<file path="src/rtl/stream_arbiter_pkg.sv">
// Shared definitions for the tx-path stream arbiter: well-known source indices
// and the arbiter state encoding.
package stream_arbiter_pkg;

    localparam int STRM_ID_RESP   = 0;
    localparam int STRM_ID_SAMPLE = 1;
    localparam int STRM_ID_DEBUG  = 2;

    typedef enum logic [1:0] {
        IDLE  = 2'd0,
        OFFER = 2'd1,
        SEND  = 2'd2,
        DONE  = 2'd3
    } state_t;

endpackage

</file>
<file path="src/rtl/stream_arb_pick.sv">
// Combinational winner picker: fixed priority (index 0 highest) or round-robin
// starting at rr_ptr and searching upward with wrap-around.
module stream_arb_pick
    import stream_arbiter_pkg::*;
#(
    parameter int NUM_STREAMS = 2,
    parameter int RR_MODE     = 0,
    parameter int IDX_W       = (NUM_STREAMS > 1) ? $clog2(NUM_STREAMS) : 1
) (
    input  logic [NUM_STREAMS-1:0] avail,
    input  logic [IDX_W-1:0]       rr_ptr,
    output logic [IDX_W-1:0]       winner,
    output logic                   valid
);

    logic [IDX_W-1:0] idx;

    always_comb begin
        winner = '0;
        valid  = 1'b0;
        idx    = '0;
        for (int k = 0; k < NUM_STREAMS; k++) begin
            if (RR_MODE != 0) begin
                idx = IDX_W'((int'(rr_ptr) + k) % NUM_STREAMS);
            end else begin
                idx = IDX_W'(k);
            end
            if (!valid && avail[idx]) begin
                valid  = 1'b1;
                winner = idx;
            end
        end
    end

endmodule

</file>
<file path="src/rtl/stream_arbiter.sv">
// N-input message arbiter: grants one source for a whole message and merges it
// into a single byte stream for the tx framer.
module stream_arbiter
    import stream_arbiter_pkg::*;
#(
    parameter int NUM_STREAMS = 2,
    parameter int DATA_W      = 8,
    parameter int COUNT_W     = 10,
    parameter int ID_W        = 4,
    parameter int RR_MODE     = 0
) (
    input  logic                           clk,
    input  logic                           rst_n,
    input  logic [NUM_STREAMS*DATA_W-1:0]  in_data,
    input  logic [NUM_STREAMS*COUNT_W-1:0] in_count,
    input  logic [NUM_STREAMS-1:0]         in_avail,
    output logic [NUM_STREAMS-1:0]         in_pull,
    output logic [DATA_W-1:0]              strm_data,
    output logic [COUNT_W-1:0]             strm_count,
    output logic [ID_W-1:0]                strm_id,
    output logic                           strm_avail,
    input  logic                           strm_pull
);

    localparam int IDX_W = (NUM_STREAMS > 1) ? $clog2(NUM_STREAMS) : 1;

    state_t             state, state_nxt;
    logic [IDX_W-1:0]   grant, rr_ptr, pick_idx;
    logic               pick_vld;
    logic [COUNT_W-1:0] remaining, count_q, head_count;
    logic               active;

    stream_arb_pick #(
        .NUM_STREAMS (NUM_STREAMS),
        .RR_MODE     (RR_MODE),
        .IDX_W       (IDX_W)
    ) u_pick (
        .avail  (in_avail),
        .rr_ptr (rr_ptr),
        .winner (pick_idx),
        .valid  (pick_vld)
    );

    assign head_count = in_count[pick_idx*COUNT_W +: COUNT_W];
    assign active     = (state == OFFER) || (state == SEND);

    always_comb begin
        state_nxt = state;
        case (state)
            IDLE:  if (pick_vld) state_nxt = OFFER;
            OFFER: begin
                if (strm_pull) begin
                    state_nxt = (remaining == COUNT_W'(1)) ? DONE : SEND;
                end else if (!in_avail[grant]) begin
                    state_nxt = IDLE;
                end
            end
            SEND:  if (strm_pull && remaining == COUNT_W'(1)) state_nxt = DONE;
            DONE:  state_nxt = IDLE;
            default: state_nxt = IDLE;
        endcase
    end

    // A zero-length message still needs one pull so the source pops it.
    always_ff @(posedge clk or negedge rst_n) begin
        if (!rst_n) begin
            state     <= IDLE;
            grant     <= '0;
            rr_ptr    <= '0;
            remaining <= '0;
            count_q   <= '0;
        end else begin
            state <= state_nxt;
            case (state)
                IDLE: begin
                    if (pick_vld) begin
                        grant     <= pick_idx;
                        count_q   <= head_count;
                        remaining <= (head_count == '0) ? COUNT_W'(1) : head_count;
                    end
                end
                OFFER, SEND: begin
                    if (strm_pull) remaining <= remaining - COUNT_W'(1);
                end
                DONE: begin
                    if (RR_MODE != 0) begin
                        rr_ptr <= (grant == IDX_W'(NUM_STREAMS - 1)) ? '0 : grant + IDX_W'(1);
                    end
                end
                default: ;
            endcase
        end
    end

    always_comb begin
        in_pull = '0;
        if (active && strm_pull) in_pull[grant] = 1'b1;
        strm_data = active ? in_data[grant*DATA_W +: DATA_W] : '0;
        strm_id   = '0;
        strm_id[IDX_W-1:0] = grant;
    end

    assign strm_avail = active;
    assign strm_count = count_q;

endmodule

</file>
<file path="config.mk">
export PLATFORM = sky130hd
export DESIGN_NAME = stream_arbiter
export DESIGN_NICKNAME = d
export VERILOG_FILES = /design/src/rtl/stream_arbiter_pkg.sv /design/src/rtl/stream_arb_pick.sv /design/src/rtl/stream_arbiter.sv
export SDC_FILE = /design/constraint.sdc
export NUM_CORES = 1
export LEC_CHECK = 0
export CAP_MARGIN = 10
export CORE_MARGIN = 3
export CORE_UTILIZATION = 40
export DETAILED_ROUTE_END_ITERATION = 8
export PLACE_DENSITY_LB_ADDON = 0.12
export SYNTH_ARGS = -nofsm -noshare
export SYNTH_HDL_FRONTEND = slang
export SYNTH_SLANG_ARGS = --single-unit
</file>
<file path="constraint.sdc">
create_clock -name clk -period 2.1 [get_ports clk]
set_input_delay 0.21 -clock clk [delete_from_list [all_inputs] [get_ports clk]]
set_output_delay 0.21 -clock clk [all_outputs]
set_load 0.02 [all_outputs]
</file>
# Word level (Yosys, flattened, before mapping)
# Index checks and enable logic that the tools add are counted.
[word_totals] register_bits=23 mem_bits_ro=0 ramBits=0 latchBits=0 memories=0 input_bits=41
[classes] n_lt_le_gt_ge=2 addsub=1 reduce_logical=13 eq_ne=8 multipliers=1 muxes=19 shift=2 div=0 bitwise_logic=0
[ops] cell="$mux W10" count=3
[ops] cell="$pmux W10 S2" count=1
[ops] cell="$shiftx A20 B6 Y10" count=1
[ops] cell="$shiftx A16 B5 Y8" count=1
[ops] cell="$eq A10 B1 Y1 const B" count=1
[ops] cell="$logic_not A10 Y1" count=1
[ops] cell="$mux W2" count=5
[ops] cell="$sub A10 B1 Y10 const B" count=1
[ops] cell="$mux W8" count=1
[ops] cell="$pmux W2 S4" count=1
[ops] cell="$mux W1" count=7
[ops] cell="$reduce_and A3 Y1" count=2
[ops] cell="$eq A2 B2 Y1 const B" count=2
[ops] cell="$logic_and A1 B1 Y1" count=4
[ops] cell="$mul A1 B3 Y4 const B" count=1
[ops] cell="$ne A2 B2 Y1 const B" count=2
[ops] cell="$ne A3 B3 Y1 const B" count=1
[ops] cell="$eq A2 B1 Y1 const B" count=1
[ops] cell="$logic_not A2 Y1" count=1
[ops] cell="$lt A1 B2 Y1 const B" count=1
[ops] cell="$ne A2 B1 Y1 const B" count=1
[ops] cell="$reduce_and A2 Y1" count=1
[ops] cell="$reduce_bool A2 Y1" count=1
[ops] cell="$reduce_or A2 Y1" count=1
[ops] cell="other kinds (4)" count=4

# Depth between registers and ports, before layout
[depth] ltp_word=10 depth_mapped=7 ltp_nobuf=6

# Modules after synthesis
# Synthesis repeated with hierarchy kept, for this count alone.
[hier_totals] hier_cells=174 area_unflattened_um2=1591.5
[modules_own_cells] mod="stream_arbiter" cells_each=172 n_inst=1 area_per_inst_um2=1579.0
[modules_own_cells] mod="stream_arb_pick" cells_each=2 n_inst=1 area_per_inst_um2=12.5

# Worst setup path after synthesis
# OpenSTA, ideal clock, no wires.
[synth_path] kind="reg2out" start="register state[0]" end="output port strm_data[3]" arrival_ps=1851 path_slack_ps=39 stages_incl_launch_ff=6 required_ps=1890 n_path_buf=2 cell_sequence="dfrtp_1 > inv_1 > ha_1 > clkbuf_1 > clkbuf_1 > nor2b_1"
[synth_via] elab_chain_cells=3 elab_cells_between_ends=4 cone_classes="2 x eq/ne; 1 x mux; 1 x reduce/logical"
[synth_lines] item="start: declaration" line="stream_arbiter.sv:27" rtl="state_t state, state_nxt;"
[synth_lines] item="start signal: assignment" line="stream_arbiter.sv:73" rtl="state <= state_nxt;"
[synth_lines] item="$eq A2 B1 Y1 / $eq A2 B2 Y1 (equally long branches)" line="stream_arbiter.sv:45" rtl="assign active = (state == OFFER) || (state == SEND);"
[synth_lines] item="$logic_or A1 B1 Y1 (*)" line="stream_arbiter.sv:45"
[synth_lines] item="net strm_avail" line="stream_arbiter.sv:21" rtl="output logic strm_avail,"
[synth_lines] item="$mux W8 (*)" line="stream_arbiter.sv:98" rtl="strm_data = active ? in_data[grant*DATA_W +: DATA_W] : '0;"
[synth_lines] item="end: declaration" line="stream_arbiter.sv:18" rtl="output logic [DATA_W-1:0] strm_data,"
# Mark *: on every way through the listed nets, which the timed path passes. The rest lies on a longest branch.

==> results.cfg <==
[sta]
fin_skew_ns = 0.00345
rsz0062_at_grt = no
setup-violations-final = 0
tightestPinTransition_ns = 0.591
drv_slew = 0
hold_viol_final = 0
fin_crit_sh_pct = 92.9
worst_slew_margin_rel_pct = 60.6
fmax_mhz = 512
setup_tns_ns = 0
period_needed_ns = 1.95

[synth]
synth_edf_count = 0
ys_warn_count = 0
synthArstFlopShare_pct = 100
synth_seq_cells = 23
netlist_area_mm2 = 0.00170
synthCells = 196
ys_top_cells_by_area = dfrtp_1, mux2i_1, nor2b_1
synth_ff_type = dfrtp_1
yosys.area.top_type = dfrtp_1
synth_area_per_cell_um2 = 8.66
synth_cell_types = 41
synth_sequential_area_ratio_pct = 33.9
synth_top_area_share_pct = 33.9

[setup_path]
crit_path_start_kind = flip-flop
crit_buf_inv = 1
critPathKind = flip-flop to flip-flop
max_stage_delay_ns = 0.41
cp.arrival_ns = 2.11
path_cells = inv_1 -> ha_4 -> mux2i_1 -> nor3_1 -> mux2_4 -> a221o_1
critPathSlowestCell = dfrtp_1
crit_family = multiplexers
worst_setup_path_end_kind = flip-flop
crit_fanout = 14
required_ns = 2.26

[power_and_ir_drop]
vdd_drop_max_v = 0.000684
p_per_area_mw_per_mm2 = 1420
leakagePower_nw = 1.12
totalPowerFinal_mw = 3.59

[detailed_routing]
vias = 1707
drc = 0
wire_per_inst_um = 15.1
antenna_left = 0
wirelength_mm = 4.83
via_per_inst = 5.33
drtIter0Drc = 86
first_pass_iters = 5

[cells_and_area]
area_growth_pct = 49.1
diodes = 0
fillers = 354
final_cells = 320
final_common_cell = clkdlybuf4s50_1
final_util_pct = 62.3
drive_above_1_share_pct = 11.1
mostFrequentLayoutCells = clkdlybuf4s50_1, dfrtp_1, nand2_1
nNetsFinal = 318

[floorplan]
dieArea_mm2 = 0.00506
start_util_pct = 41.8
io_pins = 66
core_area_mm2 = 0.00406
die_width_um = 71.1
die_y_um = 71.1
row_count = 23

[clocking]
cts_buffers = 3
cts_tree = built
cts_htree_levels = 1
clock_sinks = 23
root_buffer = clkbuf_8
clk_latency_ns = 0.27
hold_buffers = 0
cts_buffer_depth = 2
clk_pin_slew_ns = 0.09

[global_route]
grt_max_degree = 24
antenna_found_initial = 0
grt_usage_pct = 20.1
gr-usage-met2_pct = 31.1
use_met1_pct = 28.5
grt_overflow = 0
grt_pass1_vias = 1697
grt-busiest-layer = met2
grt_pass1_wl_mm = 8.14
grtUsageMet3_pct = 4.40

[job]
cap_viol_max_count = 0

[place]
port_buffers = 62
placed_cells = 316
gp_congestion = 0.826
dpl.hpwl_mm = 3.90

[outcome]
status = complete, no violations

[hold_path]
hp-class = input pin to async pin
-- worst register-to-register path: stages (launching register included) --
cell and delay, ns:
dfrtp_1 0.41, inv_1 0.12, ha_4 0.37, mux2i_1 0.30, nor3_1 0.09, mux2_4 0.27, a221o_1 0.29
-- through the flow --
stage	setup WS, ns	cell area (um2)	hold WS [ns]
floorplan	0.0387	1700	-0.0856
global placement	0.0489	2480	0.460
detailed placement	-0.0366	2480	0.463
CTS	0.157	2530	0.300
global route	0.0130	2530	0.308
finish	0.148	2530	0.295
-- cell families after synthesis --
family	Yosys count	synth area share [%]
simple gates	80	26.3
compound gates	48	18.8
other cells	1	0.221
flops	23	33.9
buf+inv	20	5.31
mux	18	11.1
fa+ha+maj	6	4.42
-- worst paths after layout --
kind                                 endpoint  slack [ns]  cells past startpoint
min in group clk                strm_count[6]        0.49                      2
worst max-delay path             remaining[6]        0.15                      6
max in group asynchronous        remaining[5]        1.57                      2
worst min-delay path             remaining[3]        0.29                      2
worst min register to register  strm_count[6]        0.49                      2
worst max register to register   remaining[6]        0.15                      6
-- cell usage after synthesis (all sizes together), types with 3 or more instances --
cell / instances
o21ai: 16
mux2: 3
clkbuf: 9
nand4: 3
nand2: 20
mux2i: 15
and2: 3
o21a: 4
inv: 6
nor2: 11
a22o: 5
ha: 6
and3b: 4
dfrtp: 23
nor3b: 4
buf: 5
nor4: 6
a21oi: 7
a221o: 3
o22ai: 3
nor2b: 14
nand4b: 3
nor3: 4
-- routing by layer --
layer	up-vias	share of wire, %
li1	859	-
met3	4	5.2
met5	-	0
met4	0	0.75
met2	50	47
met1	794	47
-- sequential cells by signal, summed over array words and instances (netlist names), named ones only --
signal / cells
grant: 1
remaining: 10
state: 1
strm_count: 10
-- power breakdown --
part	total [mW]	internal (mW)	switching, mW
logic	2.37	1.17	1.20
registers	0.930	0.672	0.259
clock network	0.286	0.134	0.152
total	3.59	1.98	1.61
-- repair_timing --
action,4_1_cts,5_1_grt
buffers inserted,0,0
endpoints found under the setup margin,13,0
resized for setup,13,0
-- layout make-up --
class                   count  area (um2)  area share (%)
repair buffers             82         769            30.4
inverters                   6        22.5           0.890
multi-input cells         155        1050            41.5
clock inverters             1        7.51           0.297
flip-flops and latches     23         576            22.7
clock buffers               3        41.3            1.63
well taps                  50        62.6            2.47
Power figures use the tool's default switching activity.
